## src/rtl/ready_barrier_pkg.sv

```systemverilog
// ready_barrier_pkg -- shared types and default configuration for the ready barrier.
//
// Contents:
//   state_t             barrier FSM state encoding (IDLE, COLLECT, RELEASE, ABORT)
//   DEF_N_PLAYERS       default number of players
//   DEF_COORD_W         default width of each x / y coordinate
//   DEF_TIMEOUT_CYCLES  default maximum COLLECT dwell in cycles
package ready_barrier_pkg;

    typedef enum logic [1:0] {
        IDLE    = 2'd0,
        COLLECT = 2'd1,
        RELEASE = 2'd2,
        ABORT   = 2'd3
    } state_t;

    localparam int unsigned DEF_N_PLAYERS      = 2;
    localparam int unsigned DEF_COORD_W        = 4;
    localparam int unsigned DEF_TIMEOUT_CYCLES = 1000;

endpackage

```

## src/rtl/barrier_timeout_ctr.sv

```systemverilog
// barrier_timeout_ctr -- dwell counter for the COLLECT phase of the ready barrier.
//
// Ports:
//   clk     in   rising-edge clock
//   reset   in   asynchronous active-high reset
//   clear   in   synchronous clear, wins over enable
//   enable  in   count one cycle (high while the barrier is collecting)
//   expire  out  high during the enabled cycle whose count equals LIMIT-1
import ready_barrier_pkg::*;

module barrier_timeout_ctr #(
    parameter int unsigned LIMIT = DEF_TIMEOUT_CYCLES
) (
    input  logic clk,
    input  logic reset,
    input  logic clear,
    input  logic enable,
    output logic expire
);

    localparam int unsigned     CNT_W = $clog2(LIMIT + 1);
    localparam logic [CNT_W-1:0] LAST = CNT_W'(LIMIT - 1);

    logic [CNT_W-1:0] count;

    // NOTE: sequential state is assigned with <= so every register samples
    // pre-edge values regardless of process ordering in simulation.
    always_ff @(posedge clk or posedge reset) begin
        if (reset) begin
            count <= '0;
        end else if (clear) begin
            count <= '0;
        end else if (enable) begin
            count <= count + CNT_W'(1);
        end
    end

    assign expire = enable && (count == LAST);

endmodule

```

## src/rtl/ready_barrier_fsm.sv

```systemverilog
// ready_barrier_fsm -- waits for every player to raise ready, latching each
// player's coordinates at the moment it does, then releases the full set.
//
// Ports:
//   clk            in   rising-edge clock
//   reset          in   asynchronous active-high reset
//   ready_in       in   [N_PLAYERS]          per-player ready request
//   x_in, y_in     in   [N_PLAYERS*COORD_W]  packed coordinates, player i at [i*COORD_W +: COORD_W]
//   out_ready      in   consumer accepts the released set
//   out_valid      out  released set is valid (RELEASE state)
//   x_out, y_out   out  [N_PLAYERS*COORD_W]  latched coordinates, zero outside RELEASE
//   ready_mask     out  [N_PLAYERS]          players already latched this round
//   timeout_pulse  out  one-cycle round-abort indication
//
// Build option: define READY_BARRIER_TIMEOUT_EN to abort a round that stays in
// COLLECT for TIMEOUT_CYCLES cycles. Without it COLLECT waits indefinitely and
// timeout_pulse is constant 0.
import ready_barrier_pkg::*;

module ready_barrier_fsm #(
    parameter int unsigned N_PLAYERS      = DEF_N_PLAYERS,
    parameter int unsigned COORD_W        = DEF_COORD_W,
    parameter int unsigned TIMEOUT_CYCLES = DEF_TIMEOUT_CYCLES
) (
    input  logic                           clk,
    input  logic                           reset,
    input  logic [N_PLAYERS-1:0]           ready_in,
    input  logic [N_PLAYERS*COORD_W-1:0]   x_in,
    input  logic [N_PLAYERS*COORD_W-1:0]   y_in,
    input  logic                           out_ready,
    output logic                           out_valid,
    output logic [N_PLAYERS*COORD_W-1:0]   x_out,
    output logic [N_PLAYERS*COORD_W-1:0]   y_out,
    output logic [N_PLAYERS-1:0]           ready_mask,
    output logic                           timeout_pulse
);

    localparam int unsigned DW = N_PLAYERS * COORD_W;

    state_t                 state, state_d;
    logic [N_PLAYERS-1:0]   mask, mask_d, take;
    logic [DW-1:0]          x_lat, y_lat, x_d, y_d;
    logic                   expire;

    // Next-state and latch update. A player is taken only while its mask bit is
    // clear, so later ready/coordinate changes of latched players are ignored.
    always_comb begin
        // NOTE: every variable gets a default first so no path leaves it
        // unassigned, which would otherwise infer a latch.
        state_d = state;
        mask_d  = mask;
        x_d     = x_lat;
        y_d     = y_lat;
        take    = '0;

        case (state)
            IDLE, COLLECT: begin
                take   = ready_in & ~mask;
                mask_d = mask | take;
                for (int i = 0; i < N_PLAYERS; i++) begin
                    if (take[i]) begin
                        x_d[i*COORD_W +: COORD_W] = x_in[i*COORD_W +: COORD_W];
                        y_d[i*COORD_W +: COORD_W] = y_in[i*COORD_W +: COORD_W];
                    end
                end
                // Completion is tested before expiry, so it wins a same-edge tie.
                if (&mask_d) begin
                    state_d = RELEASE;
                end else if (state == IDLE) begin
                    if (|ready_in) begin
                        state_d = COLLECT;
                    end
                end else if (expire) begin
                    state_d = ABORT;
                    mask_d  = '0;
                    x_d     = '0;
                    y_d     = '0;
                end
            end
            RELEASE: begin
                if (out_ready) begin
                    state_d = IDLE;
                    mask_d  = '0;
                    x_d     = '0;
                    y_d     = '0;
                end
            end
            ABORT: begin
                state_d = IDLE;
            end
            default: begin
                state_d = IDLE;
            end
        endcase
    end

    always_ff @(posedge clk or posedge reset) begin
        if (reset) begin
            state <= IDLE;
        end else begin
            state <= state_d;
        end
    end

    always_ff @(posedge clk or posedge reset) begin
        if (reset) begin
            mask  <= '0;
            x_lat <= '0;
            y_lat <= '0;
        end else begin
            mask  <= mask_d;
            x_lat <= x_d;
            y_lat <= y_d;
        end
    end

    assign out_valid  = (state == RELEASE);
    assign x_out      = out_valid ? x_lat : '0;
    assign y_out      = out_valid ? y_lat : '0;
    assign ready_mask = mask;

`ifdef READY_BARRIER_TIMEOUT_EN
    // Counts only while collecting and clears on any exit from COLLECT.
    barrier_timeout_ctr #(
        .LIMIT (TIMEOUT_CYCLES)
    ) u_timeout_ctr (
        .clk    (clk),
        .reset  (reset),
        .clear  (state_d != COLLECT),
        .enable (state == COLLECT),
        .expire (expire)
    );

    assign timeout_pulse = (state == ABORT);
`else
    logic unused_timeout_cfg;

    assign expire        = 1'b0;
    assign timeout_pulse = 1'b0;
    // Keeps TIMEOUT_CYCLES referenced when the timeout is compiled out.
    assign unused_timeout_cfg = (TIMEOUT_CYCLES >= 1);
`endif

endmodule

```

## config.mk

```make
export PLATFORM = sky130hd
export DESIGN_NAME = ready_barrier_fsm
export DESIGN_NICKNAME = d
export VERILOG_FILES = /design/src/rtl/ready_barrier_pkg.sv /design/src/rtl/barrier_timeout_ctr.sv /design/src/rtl/ready_barrier_fsm.sv
export SDC_FILE = /design/constraint.sdc
export NUM_CORES = 1
export LEC_CHECK = 0
export ABC_CLOCK_PERIOD_IN_PS = 2000
export CORE_UTILIZATION = 25
export DETAILED_ROUTE_END_ITERATION = 8
export SLEW_MARGIN = 15
export SYNTH_ARGS = -nofsm -noshare
export SYNTH_HDL_FRONTEND = slang
export SYNTH_SLANG_ARGS = --single-unit
```

## constraint.sdc

```tcl
create_clock -name clk -period 2 [get_ports clk]
set_clock_uncertainty 0.05 [all_clocks]
set_input_delay 0.2 -clock clk [delete_from_list [all_inputs] [get_ports clk]]
set_output_delay 0.2 -clock clk [all_outputs]
set_load 0.03 [all_outputs]
```

==> flow_results.org <==
** Clock tree
- TritonCTS clock tree :: done
- Clock slew at reported path FFs :: 70 ps
- Insertion delay to the later sink of the worst-skew pair :: 260 ps
- Clock buffers created by TritonCTS :: 3
- Clock H-tree levels :: 1
- The longest clock path from root to sink contains 2 buffers.
- For this design, the CTS-stage hold fixing added 0 buffers.
- Counting every sink on the clock net gives 20.
- CTS placed an instance of clkbuf_8 at the clock tree root.
- Once the clock tree was built, the setup fixing pass inserted 0 buffers.
- Post-CTS sizing :: 0

** Detailed routing
- Amount of wire on met2 after detailed routing :: 1.30 mm
- For this run, the detailed router's first-pass iteration total came to 4.
- The detail route stage leaves a number of antenna-violating nets equal to 0.
- Overall routed net length :: 2.73 mm
- After detailed routing, the average wire length per cell comes to 14.7 microns.
- The routed design uses 128 microns of met3 wire.
- The detailed router placed 906 vias in this run.
- Routed length on met1 :: 1.24 mm
- The detailed router finished its first iteration with 24 violations.
- DRC violations left :: 0
- Routed vias/inst :: 4.90
- The highest layer touched by signal routing is met4.

** Hold path
- Worst hold-check path type :: in -> async

** Finish
- The number of antenna diodes in the final layout is 0.
- Area Overhead vs Synth :: 43.8%
- After routing the design area is 0.00154 sq mm.
- Fraction of final layout cells with drive strength greater than 1 :: 22.2%
- The net count of the finished layout is 157.

** Setup path
- Critical register-to-register path startpoint :: state[1]
- Buffering stage count on the worst path with inverters included :: 1
- Setup slack on the worst reg-to-reg path comes out at 380 ps.
- On the critical path, the stage with the largest delay is an instance of clkdlybuf4s50_1.
- In this run the critical register-to-register path is captured at y_lat[4].
- Crit-path leading delay family :: buffers and inverters
- Peak fanout along the critical path :: 12
- For this run, the slowest stage of the critical path takes 750 ps.
- Number of cells on the worst reg-to-reg path :: 3
- The worst setup path is launched from a register.
- Traced cell by cell, the critical path runs through clkdlybuf4s50_1.
- STA puts the critical path data arrival time at 1590 ps.
- For the worst setup path, the data required time is 1750 ps.
- STA classifies the critical path endpoint as a primary output.
- Worst Path Class, Setup :: reg -> out

** Placed design
- At the placement stage, the worst setup path has a slack of 382 ps.
- Count of input and output buffers :: 39
- Once placement finished, the instance area stood at 0.00148 sq mm.
- After legalization and detailed placement, the total HPWL measured 1.98 mm.
- Gpl congestion :: 0.710

** Timing
- The hold violation total from the final report was 0.
- Worst slew margin relative to its limit :: 48.8%
- RSZ-0062 raised after global routing :: false
- The worst path meets setup with 162 ps of slack.
- Of the available clock period, the critical path in the final layout requires 91.9%.
- Static timing analysis puts the maximum clock frequency at 544 MHz.
- Number of setup violations in the final report :: 0
- At the pin with the least slew margin, the transition time is 767 ps.
- The count of final max-slew check failures was 0.
- Sum Neg Setup Slack :: 0 ps
- Post-layout minimum cycle time :: 1840 ps

** Die
- Pin placement for this block handled 41 I/O pins.
- The region available for standard cell placement spans 0.00406 sq mm.
- The floorplan step defined a die boundary enclosing 0.00455 sq mm.
- Row Count :: 23
- Die X :: 67.5 microns
- Starting density of the core :: 26.4%
- Height of the die :: 67.5 microns

** Yosys
- Leading register cell type out of synthesis :: dfrtp_1
- Sequential element share of the synthesized area :: 46.7%
- Distinct cell type count of the synthesized netlist :: 21
- Fraction of post-synthesis cell area in the top cell type by area :: 46.7%
- Count of flip-flops with a built-in enable after synthesis :: 0
- Sorting the synthesized cells by area gives the leading types as dfrtp_1 (47%), a31o_1 (13%), nor4bb_1 (11%).
- By instance count, the leading cell after synthesis is dfrtp_1.
- dfrtp_1 takes more of the synthesized area than any other cell.
- After synthesis, the mean cell area works out to 11.2 sq um.
- In this run the cell area of the synthesized design comes to 0.00107 sq mm.
- Top post-synthesis cells by count :: dfrtp_1 (20), a31o_1 (16), and2_1 (16), nor4bb_1 (12), clkbuf_1 (6)
- The number of nets handed over by synthesis was 117.
- In this run, synthesis produced a sequential element count of 20.
- Count of yosys warnings during synthesis :: 0
- Syn Inst Count :: 96
- For this run, asynchronously set or reset flops after synthesis account for 100%.

** Global routing
- Global-route wire length before repair :: 4.40 mm
- Across every metal layer, demand over resource in global routing totals 13.3%.
- Entering global routing, the biggest net connects 21 pins.
- Total gr overflow :: 0
- The via count of the first global-routing pass came to 937.
- Antenna violations before repair :: 0

** Job
- Number of max-cap violations :: 0

** Run status
- Outcome :: finished clean

** Pwr
- Leakage power figure :: 0.000702 uW
- Power per unit of standard cell area :: 1310 mW/mm^2
- The worst-case IR drop observed on VDD is 0.000416 V.
registers in the layout, summed over array words and instances (netlist names):
register	flops
ready_mask	2
x_lat	8
y_lat	8
state	2
layout by cell type (no fill, tap or decap), drive strengths merged:
cell type	instances
mux2	1
o21bai	1
buf	24
nand3b	1
inv	2
nor2	1
o22a	1
and2b	1
or3b	2
nor3	2
and2	16
clkbuf	4
and4bb	4
o21ai	1
o21a	1
clkdlybuf4s50	22
nor4bb	12
a31o	16
conb	1
nor2b	2
dfrtp	20
per-layer routing:
layer	vias up	track usage (%)
met5	-	0
met4	0	8.78
met3	5	2.53
met2	27	21.0
met1	445	16.5
li1	429	-
final cells by class:
cell class,instances,area (sq um)
Sequential cell,20,500
Inverter,2,7.51
Timing Repair Buffer,46,400
Clock buffer,4,55.1
Tap cell,50,62.6
Multi-Input combinational cell,63,514
Fill cell,386,2520
how the worst max path moves through the flow:
stage | start | endpoint | slack (ps) | cells past startpoint
3_3_place_gp | state[1] | y_out[7] | 400 | 3
6_report | ready_mask[1] | ready_mask[1] | 160 | 1
2_1_floorplan | state[0] | x_out[5] | 520 | 3
4_1_cts | state[1] | y_out[0] | 100 | 3
5_1_grt | ready_mask[1] | ready_mask[1] | 110 | 1
3_5_place_dp | ready_in[1] | y_lat[4] | 380 | 3
where the power goes:
group          switching (uW)  leakage (uW)  internal [uW]
clock network             140     0.0000288            176
registers                 134      0.000260            551
logic                     556      0.000413            464
metrics by stage:
step           utilization, %  hold slack (ps)  instances  power (uW)
3_3_place_gp             36.6              430        181        1690
4_1_cts                  37.9              368        185        2050
2_1_floorplan               -              114         96        1330
3_5_place_dp             36.6              436        181        1720
6_report                 38.0              335        185        2020
5_1_grt                  38.0              419        185        2170
kinds of logic (layout without fill, tap and decap cells):
logic type | after synthesis | count (layout) | synth area share [%]
compound gates | 20 | 20 | 15.8
flops | 20 | 20 | 46.7
buf+inv | 13 | 52 | 5.37
mux | 1 | 1 | 1.05
other cells | 1 | 1 | 0.350
simple gates | 41 | 41 | 30.7
Power figures use the tool's default switching activity.
